### src/rtl/frame_buffer_manager_if.sv
// frame_buffer_manager_if: renderer handshake between GPU renderer and buffer manager
interface frame_buffer_manager_if;
   logic       draw_done;
   logic       render_valid;
   logic [1:0] render_idx;
   modport master (output draw_done, input render_valid, input render_idx);
   modport slave (input draw_done, output render_valid, output render_idx);
endinterface

### src/rtl/frame_buffer_manager.sv
// frame_buffer_manager: N-buffer display/render swap controller with scaled scan-out addressing
module frame_buffer_manager #(
   parameter int NUM_BUF     = 2,
   parameter int MODE        = 0,
   parameter int H_RES       = 320,
   parameter int V_RES       = 240,
   parameter int SCALE_SHIFT = 1,
   parameter int ADDR_W      = 17
) (
   input  logic                  Clk,
   input  logic                  Reset_n,
   input  logic                  vga_vs,
   input  logic [9:0]            DrawX,
   input  logic [9:0]            DrawY,
   frame_buffer_manager_if.slave rnd,
   output logic [1:0]            disp_idx,
   output logic [ADDR_W-1:0]     rd_addr,
   output logic                  rd_active,
   output logic [1:0]            rd_sel,
   output logic                  frame_switched,
   output logic [7:0]            drop_cnt,
   output logic                  proto_err
);
   // mailbox needs a spare buffer to draw into while one waits; with two it degrades to FIFO
   localparam bit MB = (MODE == 1) && (NUM_BUF >= 3);

   logic              vs_q, rv_q, rv_d, rdy_v_q, rdy_v_d, sw_q, sw_d, err_q, err_d, act_q, act_d;
   logic [1:0]        disp_q, disp_d, rdy_q, rdy_d, render_q, render_d, sel_q;
   logic [7:0]        drop_q, drop_d;
   logic [ADDR_W-1:0] addr_q, addr_d;
   logic              dd, swap, rdy_v1, drop, free_ok, grant, hit;
   logic [1:0]        rdy1, free_idx;
   logic [9:0]        sx, sy;

   // next-state: draw_done is folded in before the swap so a frame finished at vsync shows at once
   always_comb begin
      dd       = rnd.draw_done && rv_q;
      swap     = vs_q && !vga_vs;
      rdy_v1   = dd || rdy_v_q;
      rdy1     = dd ? render_q : rdy_q;
      drop     = dd && rdy_v_q && MB;
      disp_d   = (swap && rdy_v1) ? rdy1 : disp_q;
      rdy_d    = rdy1;
      rdy_v_d  = rdy_v1 && !swap;
      sw_d     = swap && rdy_v1;
      free_ok  = 1'b0;
      free_idx = 2'd0;
      for (int b = NUM_BUF - 1; b >= 0; b--) begin
         hit = (2'(b) == disp_q) || (rdy_v_q && 2'(b) == rdy_q) || (rv_q && 2'(b) == render_q);
         if (!hit) begin
            free_ok  = 1'b1;
            free_idx = 2'(b);
         end
      end
      grant    = !rv_q && free_ok && (MB || !rdy_v_q);
      rv_d     = grant || (rv_q && !dd);
      render_d = grant ? free_idx : render_q;
      drop_d   = (drop && drop_q != 8'hFF) ? drop_q + 8'd1 : drop_q;
      err_d    = err_q || (rnd.draw_done && !rv_q);
      sx       = DrawX >> SCALE_SHIFT;
      sy       = DrawY >> SCALE_SHIFT;
      act_d    = (32'(sx) < H_RES) && (32'(sy) < V_RES);
      addr_d   = act_d ? ADDR_W'(ADDR_W'(sy) * ADDR_W'(H_RES) + ADDR_W'(sx)) : '0;
   end

   // state registers; reset drops any pending frame and regrants buffer 1
   always_ff @(posedge Clk or negedge Reset_n) begin
      if (!Reset_n) begin
         vs_q     <= 1'b0;
         disp_q   <= 2'd0;
         rdy_q    <= 2'd0;
         rdy_v_q  <= 1'b0;
         render_q <= 2'd1;
         rv_q     <= 1'b1;
         sw_q     <= 1'b0;
         drop_q   <= 8'd0;
         err_q    <= 1'b0;
         addr_q   <= '0;
         act_q    <= 1'b0;
         sel_q    <= 2'd0;
      end else begin
         vs_q     <= vga_vs;
         disp_q   <= disp_d;
         rdy_q    <= rdy_d;
         rdy_v_q  <= rdy_v_d;
         render_q <= render_d;
         rv_q     <= rv_d;
         sw_q     <= sw_d;
         drop_q   <= drop_d;
         err_q    <= err_d;
         addr_q   <= addr_d;
         act_q    <= act_d;
         sel_q    <= disp_q;
      end
   end

   assign rnd.render_valid = rv_q;
   assign rnd.render_idx   = render_q;
   assign disp_idx         = disp_q;
   assign rd_addr          = addr_q;
   assign rd_active        = act_q;
   assign rd_sel           = sel_q;
   assign frame_switched   = sw_q;
   assign drop_cnt         = drop_q;
   assign proto_err        = err_q;
endmodule

### src/flat_wrapper.sv
// flat-port wrapper written by rule: the top's interface ports become plain ports
module frame_buffer_manager_flat 
#(
   parameter int NUM_BUF     = 2,
   parameter int MODE        = 0,
   parameter int H_RES       = 320,
   parameter int V_RES       = 240,
   parameter int SCALE_SHIFT = 1,
   parameter int ADDR_W      = 17
)
  (Clk, Reset_n, vga_vs, DrawX, DrawY, disp_idx, rd_addr, rd_active, rd_sel, frame_switched, drop_cnt, proto_err, rnd_draw_done, rnd_render_valid, rnd_render_idx);
  frame_buffer_manager_if rnd_i ();
  input  logic Clk;
  input  logic Reset_n;
  input  logic vga_vs;
  input  logic [9:0] DrawX;
  input  logic [9:0] DrawY;
  output logic [1:0] disp_idx;
  output logic [ADDR_W-1:0] rd_addr;
  output logic rd_active;
  output logic [1:0] rd_sel;
  output logic frame_switched;
  output logic [7:0] drop_cnt;
  output logic proto_err;
  input wire logic [$bits(rnd_i.draw_done)-1:0] rnd_draw_done;
  output wire logic [$bits(rnd_i.render_valid)-1:0] rnd_render_valid;
  output wire logic [$bits(rnd_i.render_idx)-1:0] rnd_render_idx;
  assign rnd_i.draw_done = rnd_draw_done;
  assign rnd_render_valid = rnd_i.render_valid;
  assign rnd_render_idx = rnd_i.render_idx;
  frame_buffer_manager #(.NUM_BUF(NUM_BUF), .MODE(MODE), .H_RES(H_RES), .V_RES(V_RES), .SCALE_SHIFT(SCALE_SHIFT), .ADDR_W(ADDR_W)) u_core (.Clk(Clk), .Reset_n(Reset_n), .vga_vs(vga_vs), .DrawX(DrawX), .DrawY(DrawY), .rnd(rnd_i), .disp_idx(disp_idx), .rd_addr(rd_addr), .rd_active(rd_active), .rd_sel(rd_sel), .frame_switched(frame_switched), .drop_cnt(drop_cnt), .proto_err(proto_err));
endmodule
### config.mk
export PLATFORM = sky130hd
export DESIGN_NAME = frame_buffer_manager_flat
export DESIGN_NICKNAME = d
export VERILOG_FILES = /design/src/rtl/frame_buffer_manager_if.sv /design/src/rtl/frame_buffer_manager.sv /design/src/flat_wrapper.sv
export SDC_FILE = /design/constraint.sdc
export NUM_CORES = 1
export LEC_CHECK = 0
export CORE_ASPECT_RATIO = 1.75
export CORE_MARGIN = 8
export CORE_UTILIZATION = 45
export DETAILED_ROUTE_END_ITERATION = 6
export PLACE_DENSITY = 0.76
export SETUP_SLACK_MARGIN = 0.4
export SYNTH_ARGS = -nofsm -noshare
export SYNTH_HDL_FRONTEND = slang
export SYNTH_SLANG_ARGS = --single-unit
### constraint.sdc
create_clock -name Clk -period 1.85 [get_ports Clk]
set_input_delay 0.37 -clock Clk [delete_from_list [all_inputs] [get_ports Clk]]
set_output_delay 0.37 -clock Clk [all_outputs]
set_load 0.005 [all_outputs]
; After elaboration in Yosys (flattened, before gate mapping)
; Index checks and enable logic that the tools add are counted.
[op_classes]
bitwise = 0
eq_ne = 3
shifts = 0
n_reduce_logical = 28
n_addsub = 1
div_mod_pow = 0
multipliers = 1
muxes = 6
n_lt_le_gt_ge = 2
[op_table]
columns = op, n
row1 = 17-bit by 9-bit adder with 17-bit output, 1
row2 = 17-bit two-way mux, 1
row3 = 1-bit logical AND, 13
row4 = 9-bit by 3-bit multiplier with 11-bit output (second input constant), 1
row5 = 9-bit by 8-bit < comparator with 1-bit output (second input constant), 1
row6 = 9-bit < comparator (second input constant), 1
row7 = 1-bit logical OR, 7
row8 = 1-bit by 2-bit == test with 1-bit output (first input constant), 3
row9 = 2-bit zero test, 3
row10 = 1-bit zero test, 5
row11 = 2-bit two-way mux, 2
row12 = 1-bit two-way mux, 3
[totals]
mem_bits_rw = 0
romBits = 0
register_bits = 31
out_inout_bits = 35
latch_bits = 0
memories = 0

; Longest topological paths before layout
; Gate-level depths: netlist of the first run.
[logic_depth]
word_depth = 9
mapped_depth = 8

; Worst setup path after synthesis of the first run
; No wires, ideal clock.
[synth_timing]
kind = input to register
startpoint = input DrawY[2]
endpoint = register u_core.addr_q[16] (netlist: u_core.rd_addr[16])
t_arrival_ns = 2.403
stages = 8
t_required_ns = 1.716
slack_ns = -0.687
setup_time_ns = 0.134
cell_sequence = ha_1 > ha_1 > fa_1 > a211oi_1 > nor4_1 > a2111oi_1 > nor4_1 > mux2i_1
[synth_between]
elab_chain_len = 3
word_cells_on_any_way = 5
[synth_rtl]
columns = element, line_no
row1 = start: declaration, flat_wrapper.sv:17  ; input logic [9:0] DrawY;
row2 = 9-bit by 3-bit multiplier with 11-bit output / 9-bit by 8-bit < comparator with 1-bit output (equally long branches), "frame_buffer_manager.sv:63, frame_buffer_manager.sv:62"
row3 = 17-bit by 9-bit adder with 17-bit output / 1-bit logical AND (equally long branches), "frame_buffer_manager.sv:63, frame_buffer_manager.sv:62"
row4 = 17-bit two-way mux (*), frame_buffer_manager.sv:63  ; addr_d = act_d ? ADDR_W'(ADDR_W'(sy) * ADDR_W'(H_RES) + ADDR_W'(sx)) : '0;
row5 = named net u_core.addr_d[16], frame_buffer_manager.sv:30  ; logic [ADDR_W-1:0] addr_q, addr_d;
row6 = end signal: assignment, frame_buffer_manager.sv:91  ; addr_q <= addr_d;
row7 = end: declaration, frame_buffer_manager.sv:30
; Mark *: on every way through the listed nets, which the timed path passes. The rest lies on a longest branch.
; A chain may end at the register's enable or synchronous reset.

; Worst setup path after layout of the first run
[layout_timing]
startpoint = input DrawY[4]
endpoint = register u_core.addr_q[14] (netlist: u_core.rd_addr[14])
; The elaborated chain is that of the path after synthesis.

==> metrics.log, run 1 <==
[metrics] hold-fix buffer count after cts: 0
[metrics] CTS clock-pin slew for the worst setup and hold paths: around 70 ps
[metrics] unrepaired setup endpoints after global routing: yes
[metrics] met3 demand-to-capacity share in global routing: ~5.2%
[metrics] WP data arrival: 2500 ps
[metrics] sw frac: a little under a third
[metrics] terminus of the critical flop-to-flop path: u_core.disp_idx[0]$_DFFE_PN0P_
[metrics] Setup violations, final: 6
[metrics] post-synthesis to final-layout area growth: 73.8%
[metrics] cell at the root of the clock tree: sky130_fd_sc_hd__clkbuf_8
[metrics] post-synthesis area per instance: ~11 µm²
[metrics] DIE AREA: ~0.0061 mm²
[metrics] H-Tree Depth: 2
[metrics] Endpoint, Worst Hold: u_core.rdy_v_q$_DFF_PN0_
[metrics] Worst EP required: about 2100 ps
[metrics] nature of the critical path startpoint: input pin
[metrics] clock buffers created by TritonCTS: 5
[metrics] top cells by area, synth: sky130_fd_sc_hd__dfrtp_1 (41%), sky130_fd_sc_hd__ha_1 (12%), sky130_fd_sc_hd__buf_4 (3.9%)
[metrics] wire length of the first global-routing pass: 8.10 mm
[metrics] final cycle utilization of the critical path: 124%
[metrics] status: finished with violations
[metrics] fraction of synthesized cell area taken by the top area cell type: roughly two fifths
[metrics] width of the chip: 62.6 µm
[metrics] Yosys warning count: 0
[metrics] number of nets in the layout: between 200 and 300
[metrics] initial antenna violation count: 0
[metrics] GR Util met2: 32.1%
[metrics] HPWL after detailed placement: ~3.6 mm
[metrics] number of cells after detailed placement: about 280
[metrics] number of flip-flops and latches in the synthesized netlist: 30
[metrics] CTS sink cnt: 30
[metrics] TritonCTS clock tree: done
[metrics] maximum vdd ir drop: ~0.70 mV
[metrics] final cell area excluding filler cells: 0.00297 mm²
[metrics] post-synth top area cell: sky130_fd_sc_hd__dfrtp_1
[metrics] later-pin clock latency in the skew report: 280 ps
[metrics] Worst Hold Depth: 1
[metrics] failing checks: negative setup slack
[metrics] proportion of power drawn by combinational gates: 40.7%
[metrics] smallest setup slack after layout: -445 ps
[metrics] worst hold path class: flip-flop to flip-flop
[metrics] PD cells: slightly above 800 mW/mm²
[metrics] Reg2Reg Launch Point: u_core.rnd.render_valid$_DFF_PN1_
[metrics] count of flip-flops with a built-in enable after synthesis: 0
[metrics] pin count of the biggest net entering global routing: 31
[metrics] I/O pin total: approximately 60
[metrics] proportion of power drawn by flip-flops and latches: about 33%
[metrics] Non-Filler Instances: roughly 300
[metrics] clock group share of total power: 26.0%
[metrics] number of port buffers: 47
[metrics] most heavily used metal layer in global routing: met2
[metrics] hold path start: u_core.vs_q$_DFF_PN0_
[metrics] number of iterations in the first detailed-routing pass: 4
[metrics] primary flip-flop cell chosen by synthesis mapping: sky130_fd_sc_hd__dfrtp_1
[metrics] iteration-0 DRC count of the detailed router: 50
[metrics] number of global-route vias before repair: between 1500 and 2000
[metrics] routed vias: ~1600
[metrics] Static Leakage: roughly 1.4 nW
[metrics] area of placed instances: roughly 0.0025 mm²
[metrics] critical path launch point: DrawY[4]
[metrics] Psw: roughly 0.75 mW
[metrics] internal power consumption: 1.69 mW
[metrics] fraction of synthesis flops using an asynchronous set or reset pin: 100%
[metrics] class of the most critical setup path: input pin to flip-flop
[metrics] final routed wirelength across all metal layers: 5.25 mm
[metrics] cell depth of the worst flop-to-flop path: 4
[metrics] fraction of final layout cells with drive strength greater than 1: 43.7%
[metrics] residual DRC count: 0
[metrics] ANT nets after route: 0
[metrics] Min Hold Slack: 434 ps
[metrics] post-layout minimum cycle time: 2290 ps
[metrics] overall global routing resource usage: 16.2%
[metrics] cell count after synthesis: between 150 and 200
[metrics] final hold violation count: 0
[metrics] largest fanout on the critical path: 3
[metrics] post-synthesis instance area: between 0.0015 and 0.002 mm²
[metrics] initial standard-cell utilization of the core: between 40% and 50%
[metrics] register area share after synthesis: between 40% and 50%
[metrics] largest buffer count on any clock path: 2
[metrics] number of max-cap violations: 0
[metrics] standard cell core area: between 0.003 and 0.004 mm²
[metrics] share of the core filled with cells in the final layout: 82.0%
[metrics] last weighted congestion value of the routability-driven placer: ~0.82
[metrics] number of rows created at floorplan: 29
[metrics] reg-to-reg setup timing slack: between 400 and 500 ps
[metrics] fraction of met1 tracks used by global routing: a little over an eighth
[metrics] average wire per cell in the routed design: approximately 18 µm
[metrics] number of slew-limit violations in the final report: 0
[metrics] number of antenna cells inserted: 0
[metrics] routed vias/inst: between 5 and 6
[metrics] global route total overflow: 0
[metrics] category of the worst setup path capture point: flip-flop
[metrics] distinct cell type count of the synthesized netlist: 42
[metrics] clock tree skew after final layout: about 7.1 ps
[metrics] fmax: approximately 0.44 GHz
[metrics] height of the die: 97.6 µm
-- critical path, cell delays in order --
cell and delay [ps]:
sky130_fd_sc_hd__buf_8 110, sky130_fd_sc_hd__ha_4 240, sky130_fd_sc_hd__ha_4 170, sky130_fd_sc_hd__buf_4 150, sky130_fd_sc_hd__a211o_1 320, sky130_fd_sc_hd__and4_1 220
sky130_fd_sc_hd__or3_4 370, sky130_fd_sc_hd__or3_4 400, sky130_fd_sc_hd__a21oi_2 160
-- per-layer routing --
metal  part of all wire [%]  vias up
met4                    4.1        0
met1                     33      764
li1                       -      729
met3                    5.9       18
met2                     57       65
met5                      0        -
-- final cells by class --
| cell class | count | area [µm²] |
|---|---|---|
| Clock buffer | 5 | 68.8 |
| Multi-Input combinational cell | 119 | 1250 |
| Inverter | 6 | 22.5 |
| Tap cell | 46 | 57.6 |
| Fill cell | 208 | 654 |
| Sequential cell | 30 | 753 |
| Timing Repair Buffer | 89 | 785 |
| Clock inverter | 3 | 40.0 |
-- what timing repair did --
action | 4_1_cts | 5_1_grt
endpoints found under the hold margin | 0 | 0
gates resized for setup | 105 | 22
pin swaps | 31 | 13
setup buffers | 10 | 2
setup endpoints to repair | 46 | 19
-- Yosys cell counts (4+ instances only) --
library cell,number
sky130_fd_sc_hd__ha_1,17
sky130_fd_sc_hd__xnor2_1,4
sky130_fd_sc_hd__a21oi_1,6
sky130_fd_sc_hd__buf_4,9
sky130_fd_sc_hd__and2_1,10
sky130_fd_sc_hd__dfrtp_1,28
sky130_fd_sc_hd__inv_1,6
sky130_fd_sc_hd__nor2_1,14
sky130_fd_sc_hd__a21o_1,4
sky130_fd_sc_hd__xor2_1,5
sky130_fd_sc_hd__nand2_1,4
sky130_fd_sc_hd__o21ai_0,6
-- state kept, by name (all words and copies together), names as in the netlist --
register / flops
u_core.rdy_q: 2
u_core.rnd.render_idx: 1
u_core.rd_sel: 2
u_core.proto_err: 1
u_core.rnd.render_valid: 1
u_core.rdy_v_q: 1
u_core.frame_switched: 1
u_core.rd_active: 1
u_core.rd_addr: 17
u_core.vs_q: 1
u_core.disp_idx: 2
-- cells by family (layout without fill, tap and decap cells) --
logic type      after synthesis  in the layout  synth area share [%]
mux                           4              4                  2.56
buf+inv                      18            103                  5.99
xor+xnor                      9              9                  4.60
compound gates               32             32                  13.2
other cells                   1              9                 0.219
fa+ha+maj                    19             19                  14.8
flops                        30             30                  44.0
simple gates                 46             46                  14.7
-- cell usage in the layout (no fill, tap or decap), types with 3 or more instances in the layout --
cell	netlist	layout
sky130_fd_sc_hd__buf_4	9	32
sky130_fd_sc_hd__dlygate4sd2_1	0	29
sky130_fd_sc_hd__dfrtp_1	28	28
sky130_fd_sc_hd__nor2_1	14	13
sky130_fd_sc_hd__ha_4	0	13
sky130_fd_sc_hd__buf_6	0	11
sky130_fd_sc_hd__and2_1	10	10
sky130_fd_sc_hd__conb_1	1	9
sky130_fd_sc_hd__clkdlybuf4s50_1	0	8
sky130_fd_sc_hd__inv_1	6	5
sky130_fd_sc_hd__clkbuf_8	0	5
sky130_fd_sc_hd__xor2_2	0	4
sky130_fd_sc_hd__a21o_1	4	4
sky130_fd_sc_hd__buf_2	1	4
sky130_fd_sc_hd__nand4_1	3	3
sky130_fd_sc_hd__or3_4	1	3
sky130_fd_sc_hd__a21oi_2	0	3
sky130_fd_sc_hd__nor4_4	0	3
sky130_fd_sc_hd__a21oi_1	6	3
sky130_fd_sc_hd__o21ai_0	6	3
sky130_fd_sc_hd__ha_1	17	3
sky130_fd_sc_hd__buf_8	0	3
-- stage by stage --
step | power, mW | setup WS, ps | TNS [ps]
after CTS | 2.34 | -385 | -1390
final | 2.44 | -445 | -1470
after detailed placement | 1.62 | -1140 | -7410
after global placement | 1.58 | -1110 | -6890
after global routing | 2.56 | -463 | -1760
after floorplan | 1.23 | -449 | -1450
-- power by group through the flow --
stage	sequential [mW]	combinational (mW)	clock [mW]
after floorplan	0.827	0.401	0
after global placement	0.823	0.760	0
after detailed placement	0.830	0.795	0
after CTS	0.809	0.891	0.645
after global routing	0.823	1.06	0.675
final	0.812	0.995	0.636
-- how the worst max path moves through the flow --
stage / to / cells after the start
2_1_floorplan: u_core.rd_addr[14]$_DFF_PN0_ / 8
3_3_place_gp: u_core.rd_addr[16]$_DFF_PN0_ / 8
4_1_cts: u_core.rd_addr[15]$_DFF_PN0_ / 10
3_5_place_dp: u_core.rd_addr[16]$_DFF_PN0_ / 8
6_report: u_core.rd_addr[14]$_DFF_PN0_ / 9
5_1_grt: u_core.rd_addr[15]$_DFF_PN0_ / 11
(Power assumes the default switching activity.)
==> inputs of run 2 (changes only) <==
Settings changed: TNS_END_PERCENT from default to 50.
==> metrics.log, run 2 (synthesized netlist as in run 1, its figures left out) <==
[metrics] I/O pin total: 59 (unchanged)
[metrics] later-pin clock latency in the skew report: 280 ps (about the same)
[metrics] largest buffer count on any clock path: 2 (unchanged)
[metrics] WP data arrival: 2500 ps (about the same)
[metrics] average wire per cell in the routed design: 17.9 µm (was 17.6 µm)
[metrics] number of nets in the layout: 296 (was 294)
[metrics] fillers: 228 (was 208)
[metrics] fmax: 0.437 GHz (was 0.436 GHz)
[metrics] post-synthesis to final-layout area growth: 72.5% (was 73.8%)
[metrics] worst hold path class: flip-flop to flip-flop (unchanged)
[metrics] smallest setup slack after layout: -437 ps (was -445 ps)
[metrics] Setup violations, final: 5 (was 6)
[metrics] Min Hold Slack: 451 ps (was 434 ps)
[metrics] global route total overflow: 0 (unchanged)
[metrics] wire length of the first global-routing pass: 8.60 mm (was 8.10 mm)
[metrics] standard cell core area: 0.00363 mm² (unchanged)
[metrics] leading cell types in the layout, fill and taps excluded: sky130_fd_sc_hd__buf_4 (38), sky130_fd_sc_hd__dfrtp_1 (28), sky130_fd_sc_hd__dlygate4sd2_1 (27) (was sky130_fd_sc_hd__buf_4 (32), sky130_fd_sc_hd__dlygate4sd2_1 (29), sky130_fd_sc_hd__dfrtp_1 (28))
[metrics] residual DRC count: 0 (unchanged)
[metrics] final hold violation count: 0 (unchanged)
[metrics] H-Tree Depth: 2 (unchanged)
[metrics] DIE AREA: 0.00611 mm² (unchanged)
[metrics] number of iterations in the first detailed-routing pass: 4 (unchanged)
[metrics] number of max-cap violations: 0 (unchanged)
[metrics] last weighted congestion value of the routability-driven placer: 0.812 (was 0.820)
[metrics] Endpoint, Worst Hold: u_core.rdy_v_q$_DFF_PN0_ (unchanged)
[metrics] routed vias: 1616 (was 1576)
[metrics] most heavily used metal layer in global routing: met2 (unchanged)
[metrics] HPWL after detailed placement: 3.68 mm (was 3.60 mm)
[metrics] PD cells: 818 mW/mm² (was 821 mW/mm²)
[metrics] reg-to-reg setup timing slack: 400 ps (was 460 ps)
[metrics] GR Util met2: 34.1% (was 32.1%)
[metrics] Worst Hold Depth: 1 (unchanged)
[metrics] CTS clock-pin slew for the worst setup and hold paths: 60 ps (was 70 ps)
[metrics] maximum vdd ir drop: 0.665 mV (was 0.699 mV)
[metrics] met3 demand-to-capacity share in global routing: 5.43% (was 5.20%)
[metrics] number of rows created at floorplan: 29 (unchanged)
[metrics] cell at the root of the clock tree: sky130_fd_sc_hd__clkbuf_8 (unchanged)
[metrics] height of the die: 97.6 µm (unchanged)
[metrics] initial antenna violation count: 0 (unchanged)
[metrics] Non-Filler Instances: 300 (was 298)
[metrics] unrepaired setup endpoints after global routing: yes (unchanged)
[metrics] share of the core filled with cells in the final layout: 81.4% (was 82.0%)
[metrics] category of the worst setup path capture point: flip-flop (unchanged)
[metrics] iteration-0 DRC count of the detailed router: 44 (was 50)
[metrics] clock tree skew after final layout: 0.800 ps (was 7.12 ps)
[metrics] clock buffers created by TritonCTS: 5 (unchanged)
[metrics] largest fanout on the critical path: 3 (unchanged)
[metrics] post-layout minimum cycle time: 2290 ps (about the same)
[metrics] hold path start: u_core.vs_q$_DFF_PN0_ (unchanged)
[metrics] initial standard-cell utilization of the core: 47.2% (unchanged)
[metrics] number of port buffers: 47 (unchanged)
[metrics] number of antenna cells inserted: 0 (unchanged)
[metrics] terminus of the critical flop-to-flop path: u_core.disp_idx[1]$_DFFE_PN0P_ (was u_core.disp_idx[0]$_DFFE_PN0P_)
[metrics] Largest register FFs: 17 (unchanged)
[metrics] overall global routing resource usage: 17.6% (was 16.2%)
[metrics] number of global-route vias before repair: 1841 (was 1749)
[metrics] nature of the critical path startpoint: input pin (unchanged)
[metrics] most frequent standard cell in the layout excluding fill and tap cells: sky130_fd_sc_hd__buf_4 (unchanged)
[metrics] final routed wirelength across all metal layers: 5.38 mm (was 5.25 mm)
[metrics] fraction of final layout cells with drive strength greater than 1: 42.1% (was 43.7%)
[metrics] ANT nets after route: 0 (unchanged)
[metrics] failing checks: negative setup slack (unchanged)
[metrics] width of the chip: 62.6 µm (unchanged)
[metrics] number of cells after detailed placement: 282 (was 278)
[metrics] final cycle utilization of the critical path: 124% (about the same)
[metrics] total design power: 2.41 mW (was 2.44 mW)
[metrics] routed vias/inst: 5.39 (was 5.29)
[metrics] status: finished with violations (unchanged)
[metrics] Static Leakage: 1.40 nW (was 1.42 nW)
[metrics] Reg2Reg Launch Point: u_core.rnd.render_valid$_DFF_PN1_ (unchanged)
[metrics] hold-fix buffer count after cts: 0 (unchanged)
[metrics] Worst EP required: 2060 ps (was 2050 ps)
[metrics] number of slew-limit violations in the final report: 0 (unchanged)
[metrics] CTS sink cnt: 30 (unchanged)
[metrics] class of the most critical setup path: input pin to flip-flop (unchanged)
[metrics] cell depth of the worst flop-to-flop path: 5 (was 4)
[metrics] pin count of the biggest net entering global routing: 31 (unchanged)
[metrics] fraction of met1 tracks used by global routing: 14.0% (was 13.3%)
[metrics] TritonCTS clock tree: done (unchanged)
==> run 2: critical path, stage by stage <==
cell and delay (ps):
sky130_fd_sc_hd__buf_8 100, sky130_fd_sc_hd__ha_4 230, sky130_fd_sc_hd__ha_4 160, sky130_fd_sc_hd__fa_2 390, sky130_fd_sc_hd__xor2_2 210, sky130_fd_sc_hd__nand4_1 170, sky130_fd_sc_hd__or3_4 380, sky130_fd_sc_hd__or3_1 340
sky130_fd_sc_hd__a21oi_2 140
==> run 2: power by group <==
| part | switching, mW | total [mW] | internal (mW) |
|---|---|---|---|
| clock | 0.230 | 0.625 | 0.395 |
| sequential | 0.0470 | 0.811 | 0.764 |
| combinational | 0.458 | 0.978 | 0.520 |
| total | 0.735 | 2.41 | 1.68 |
==> run 2: cell type report <==
cell class	instances	area (µm²)	share of cell area (%)
Multi-Input combinational cell	119	1240	42.2
Timing Repair Buffer	91	766	25.9
Sequential cell	30	753	25.5
Clock buffer	5	68.8	2.33
Tap cell	46	57.6	1.95
Clock inverter	3	40.0	1.36
Inverter	6	22.5	0.763
==> run 2: through the flow <==
stage	area [µm²]	worst slack, ps	setup TNS, ps
floorplan	1860	-449	-1450
global placement	2580	-1110	-6720
detailed placement	2580	-1200	-7040
CTS	2890	-405	-1410
global route	2950	-486	-1870
finish	2950	-437	-1560
==> run 2: how the worst max path moves through the flow <==
stage	startpoint	cells after the start	to
floorplan	DrawY[2]	8	u_core.rd_addr[14]$_DFF_PN0_
global placement	DrawY[5]	8	u_core.rd_addr[16]$_DFF_PN0_
detailed placement	DrawY[4]	10	u_core.rd_addr[15]$_DFF_PN0_
CTS	DrawY[4]	10	u_core.rd_addr[15]$_DFF_PN0_
global route	DrawY[4]	9	u_core.rd_addr[16]$_DFF_PN0_
finish	DrawY[4]	9	u_core.rd_addr[14]$_DFF_PN0_
==> run 2: what timing repair did <==
item | in CTS | in global routing
setup buffers | 8 | 2
gates resized for setup | 94 | 15
setup endpoints to repair | 44 | 13
pin swaps | 21 | 9
==> run 2: metal layers <==
metal / wire length (µm) / share of wire (%) / vias to the layer above
met3: 286 / 5.3 / 16
met4: 170 / 3.2 / 0
met2: 3180 / 59 / 67
met5: 0 / 0 / -
met1: 1750 / 32 / 793
li1: - / - / 740
